**config.mk**
```make
export PLATFORM = sky130hd
export DESIGN_NAME = excess3_to_bcd_serial
export DESIGN_NICKNAME = d
export VERILOG_FILES = /design/src/rtl/excess3_pkg.sv /design/src/rtl/excess3_to_bcd_serial.sv
export SDC_FILE = /design/constraint.sdc
export NUM_CORES = 1
export LEC_CHECK = 0
export BUFFER_PORTS_ARGS = -buffer_cell sky130_fd_sc_hd__buf_2
export CAP_MARGIN = 10
export CORE_MARGIN = 2
export CORE_UTILIZATION = 30
export CTS_BUF_LIST = sky130_fd_sc_hd__clkbuf_16
export CTS_CLUSTER_DIAMETER = 40
export DETAILED_ROUTE_END_ITERATION = 10
export PLACE_DENSITY = 0.47
export SLEW_MARGIN = 20
export SYNTH_ARGS = -nofsm -noshare
export SYNTH_HDL_FRONTEND = slang
export SYNTH_SLANG_ARGS = --single-unit
```
**constraint.sdc**
```tcl
create_clock -name clk100Mhz -period 1.44 [get_ports clk100Mhz]
set_input_delay 0.072 -clock clk100Mhz [delete_from_list [all_inputs] [get_ports clk100Mhz]]
set_output_delay 0.072 -clock clk100Mhz [all_outputs]
set_load 0.05 [all_outputs]
```
**src/rtl/excess3_pkg.sv**
```systemverilog
// rtl/excess3_pkg.sv - shared types and constants for the Excess-3 to BCD serial converter
package excess3_pkg;

  // Frame position and pending borrow are both carried in the state.
  typedef enum logic [2:0] {
    S0    = 3'd0,
    S1_B0 = 3'd1,
    S1_B1 = 3'd2,
    S2_B0 = 3'd3,
    S2_B1 = 3'd4,
    S3_B0 = 3'd5,
    S3_B1 = 3'd6
  } state_e;

  localparam logic [3:0] EXCESS3_BIAS = 4'b0011;
  localparam logic [3:0] BCD_MAX      = 4'd9;
  localparam int         FRAME_BITS   = 4;

  // Bit position within the frame that a state processes.
  function automatic logic [1:0] state_bit_idx(input state_e s);
    case (s)
      S1_B0, S1_B1: state_bit_idx = 2'd1;
      S2_B0, S2_B1: state_bit_idx = 2'd2;
      S3_B0, S3_B1: state_bit_idx = 2'd3;
      default:      state_bit_idx = 2'd0;
    endcase
  endfunction

  // Borrow pending into the bit processed by a state.
  function automatic logic state_borrow(input state_e s);
    state_borrow = (s == S1_B1) || (s == S2_B1) || (s == S3_B1);
  endfunction

endpackage

```
**src/rtl/excess3_to_bcd_serial.sv**
```systemverilog
// rtl/excess3_to_bcd_serial.sv - bit-serial Excess-3 to BCD converter (Mealy subtract-3 FSM)
module excess3_to_bcd_serial
  import excess3_pkg::*;
#(
  parameter bit CLEAR_ON_ERR = 1'b0
) (
  input  logic       clk100Mhz,
  input  logic       rst_n,
  input  logic       bit_en,
  input  logic       x_in,
  input  logic       sync,
  output logic       z_out,
  output logic [3:0] bcd_digit,
  output logic       digit_valid,
  output logic       code_err
);

  state_e     state_q, state_d;
  logic       z_q, z_d;
  logic [3:0] res_q, res_d;
  logic [3:0] bcd_q, bcd_d;
  logic       dv_q, dv_d;
  logic       err_q, err_d;

  state_e     cur;
  logic [1:0] idx;
  logic       b_in;
  logic       bias_bit;
  logic       bit_z;
  logic       b_out;
  logic [3:0] full;
  logic       frame_err;

  // Per-bit subtraction of the bias; sync forces the current bit to be bit0.
  always_comb begin
    state_d   = state_q;
    z_d       = z_q;
    res_d     = res_q;
    bcd_d     = bcd_q;
    dv_d      = 1'b0;
    err_d     = 1'b0;
    cur       = sync ? S0 : state_q;
    idx       = state_bit_idx(cur);
    b_in      = state_borrow(cur);
    bias_bit  = EXCESS3_BIAS[idx];
    bit_z     = x_in ^ bias_bit ^ b_in;
    b_out     = bias_bit ? (~x_in | b_in) : (~x_in & b_in);
    full      = {bit_z, res_q[3:1]};
    frame_err = 1'b0;
    if (bit_en) begin
      z_d = bit_z;
      case (cur)
        S0:           state_d = b_out ? S1_B1 : S1_B0;
        S1_B0, S1_B1: state_d = b_out ? S2_B1 : S2_B0;
        S2_B0, S2_B1: state_d = b_out ? S3_B1 : S3_B0;
        default:      state_d = S0;
      endcase
      // Starting a frame drops whatever partial result was collected.
      res_d = (cur == S0) ? {bit_z, 3'b000} : full;
      if (cur == S3_B0 || cur == S3_B1) begin
        frame_err = b_out || (full > BCD_MAX);
        bcd_d     = (CLEAR_ON_ERR && frame_err) ? 4'b0000 : full;
        dv_d      = 1'b1;
        err_d     = frame_err;
      end
    end
  end

  // State and output registers.
  always_ff @(posedge clk100Mhz or negedge rst_n) begin
    if (!rst_n) begin
      state_q <= S0;
      z_q     <= 1'b0;
      res_q   <= 4'b0000;
      bcd_q   <= 4'b0000;
      dv_q    <= 1'b0;
      err_q   <= 1'b0;
    end else begin
      state_q <= state_d;
      z_q     <= z_d;
      res_q   <= res_d;
      bcd_q   <= bcd_d;
      dv_q    <= dv_d;
      err_q   <= err_d;
    end
  end

  assign z_out       = z_q;
  assign bcd_digit   = bcd_q;
  assign digit_valid = dv_q;
  assign code_err    = err_q;

endmodule

```
==> summary.md <==
| Metric | Value |
|---|---|
| Final Cycle Share | 1.031 |
| R2R Path End | code_err |
| Vias in the first global route | 467 |
| Mapped Nets | 66 |
| Post-DP Area | 735.7 um2 |
| Post-synthesis sequential area ratio | 0.4839 |
| CTS Buf Count | 3 |
| Routability Congestion | 0.7006 |
| Fin cells | 108 |
| Max_cap viols | 0 |
| Number of synthesized register bits | 12 |
| Final WS setup | -0.04427 ns |
| Worst-Margin Slew | 0.2802 ns |
| Yosys warns | 0 |
| Diode count | 0 |
| Crit start category | flip-flop |
| Ys flop type | dfrtp_1 |
| Setup Crit Path Kind | reg2reg |
| Hold_sp | bit_en |
| Die area | 2448 um2 |
| Top-count cell post-synth | dfrtp_1 |
| Gr usage total | 0.1186 |
| Final net count | 88 |
| Reg2Reg Launch Point | state_q[2] |
| Synth area leader | dfrtp_1 |
| Core area | 1962 um2 |
| Largest net degree at the start of global routing | 13 |
| Syn Area/Cell | 10.17 um2 |
| Port Buf Inserts | 11 |
| Layout Area Growth over Synthesis | 36.90% |
| Final hold viol count | 0 |
| Initial antenna violation count | 0 |
| Switching fraction of total power | 0.3555 |
| FFs w/ async S/R, synth | 1.000 |
| Worst path required time | 1.59 ns |
| Final setup viols | 1 |
| Synthesized area | 620.6 um2 |
| Critical path fanouts, max | 5 |
| Max_slew headroom | 0.8132 |
| RSZ-0062 raised after global routing | true |
| Worst-case reg-to-reg path depth | 4 |
| Drt pass-1 iters | 4 |
| Layout Skew | 0.0009882 ns |
| Total gr overflow | 0 |
| Pint | 951.5 uW |
| H-tree depth | 1 |
| Clock insertion delay at the later pin of the skew report | 0.24 ns |
| Root Buffer | clkbuf_16 |
| Cell count after synthesis | 61 |
| Sequential Area | 300.3 um2 |
| Failing checks | setup timing |
| HPWL after detailed placement | 905.4 um |
| Type of the worst min-delay path | in2reg |
| CTS tree | yes |
| Placed insts | 102 |
| Design area | 849.6 um2 |
| Post-synthesis cell type count | 27 |
| F_max | 673.7 MHz |
| Max Buffers Root-to-Sink | 2 |
| Final Max Tran Viols | 0 |
| Initial core utilization | 0.3163 |
| PwrDens | 1738 nW/um2 |
| Die Ht | 49.48 um |
| DRT antenna net count | 0 |
| Row count | 16 |
| Reg2reg setup slack | -0.04 ns |
| Top cell types by occurrence after synthesis | 12 x dfrtp_1, 6 x nand2_1, 5 x o21ai_1 |
| Status | finished, violations left |
| VDD IR max | 1134 uV |
| Reg power frac | 0.316 |
| Die W | 49.48 um |
| DR vias | 480 |
| DRC viols | 0 |
| First-pass GRT wire length | 2.166 mm |
| Fillers | 211 |
| Switch Pwr | 524.8 uW |
| Worst Hold Path Cells | 3 |
| Clock power frac | 0.340 |
| Clock Sinks | 12 |
| Drt wl/cell | 12.31 um |
| Area of the multi-input gates | 289.0 um2 |
| Logic pwr share | 0.344 |
| I/O Pins | 12 |
| Vias/cell | 4.444 |
| Min Clock Period, post-route | 1.484 ns |
| Top post-synthesis cells by area | dfrtp_1 48%, mux2_1 5.4%, o21ai_1 4.0% |
| Reg clk slew, reported paths | 0.04 ns |
| P_leak | 0.0004000 uW |
| Hold EP | res_q[2] |
| Synth top area share | 0.4839 |
| Number of synthesized flops with an enable pin | 0 |
| Critical path endpoint category | flip-flop |
| WL final | 1.329 mm |
| WP data arrival | 1.64 ns |
| Iter 0 DRT Violations | 4 |
| Share of layout cells above drive strength 1 | 0.3827 |
-- worst max-delay path, stage by stage, from the launching register on --
cell	delay [ns]
dfrtp_1	0.43
and4bb_1	0.26
o21ai_2	0.14
or3b_1	0.38
a211oi_2	0.19
-- registers in the layout, indices dropped and copies added, names as in the netlist --
signal / count
z_out: 1
digit_valid: 1
code_err: 1
state_q: 3
bcd_digit: 4
res_q: 2
-- routing by layer --
layer	GRT usage	share of wire	up-vias
li1	-	-	252
met1	0.1638	0.48	219
met2	0.1757	0.49	9
met3	0.04545	0.032	0
met4	0.02778	0	0
met5	0	0	-
-- layout make-up --
| class | instances | share of cell area |
|---|---|---|
| clock buffers | 3 | 0.08837 |
| inverters | 5 | 0.02209 |
| multi-input cells | 40 | 0.3402 |
| flip-flops and latches | 12 | 0.3535 |
| well taps | 27 | 0.03976 |
| repair buffers | 21 | 0.1561 |
-- worst max path at each step --
| stage | start | to | slack [ns] | depth (start not counted) |
|---|---|---|---|---|
| 3_3_place_gp | state_q[1] | code_err | 0.01 | 4 |
| 6_report | state_q[2] | code_err | -0.04 | 4 |
| 3_5_place_dp | state_q[2] | code_err | -0.03 | 4 |
| 2_1_floorplan | state_q[2] | code_err | 0.002 | 5 |
| 4_1_cts | state_q[1] | code_err | 0.02 | 4 |
| 5_1_grt | state_q[2] | code_err | -0.13 | 4 |
-- cell families after synthesis --
family / after synthesis / synth area share
xor gates and xnor gates: 1 / 0.01412
buffers and inverters: 9 / 0.07256
muxes: 5 / 0.09072
DFF: 12 / 0.4839
AOI/OAI and AO/OA: 14 / 0.1512
and+or+nand+nor: 20 / 0.1875
-- power groups by stage --
stage	clock network (uW)	logic (uW)	registers, uW
floorplan	0	190	656
global placement	0	483	470
detailed placement	0	480	473
CTS	508	502	465
global route	535	544	476
finish	501	508	466
-- placed cells by master, fill, tap and decap left out, types with 3 or more instances in the layout --
master / Yosys / final
a21oi_1: 3 / 3
buf_2: 3 / 11
buf_4: 0 / 9
clkbuf_16: 0 / 3
dfrtp_1: 12 / 12
inv_1: 4 / 4
mux2_1: 3 / 3
nand2_1: 6 / 6
nor2_1: 3 / 3
o21ai_1: 5 / 4
-- what timing repair did --
item | 4_1_cts | 5_1_grt
setup endpoints to repair | 1 | 5
buffers inserted | 2 | 0
pin swaps | 2 | 1
hold buffers | 1 | 0
hold endpoints to repair | 12 | 0
resized for setup | 0 | 3
-- stage by stage --
stage	hold slack (ns)	TNS [ns]	worst slack [ns]	power, uW	utilization
floorplan	-0.2236	0	0.001971	846.0	-
global placement	-0.03364	0	0.01087	952.5	0.3750
detailed placement	-0.03547	-0.02662	-0.02662	953.0	0.3750
CTS	0.1842	0	0.02204	1475	0.4260
global route	0.2071	-0.2600	-0.1297	1555	0.4330
finish	0.1830	-0.04427	-0.04427	1476	0.4330
No activity file was read; power rests on OpenSTA's default activity.
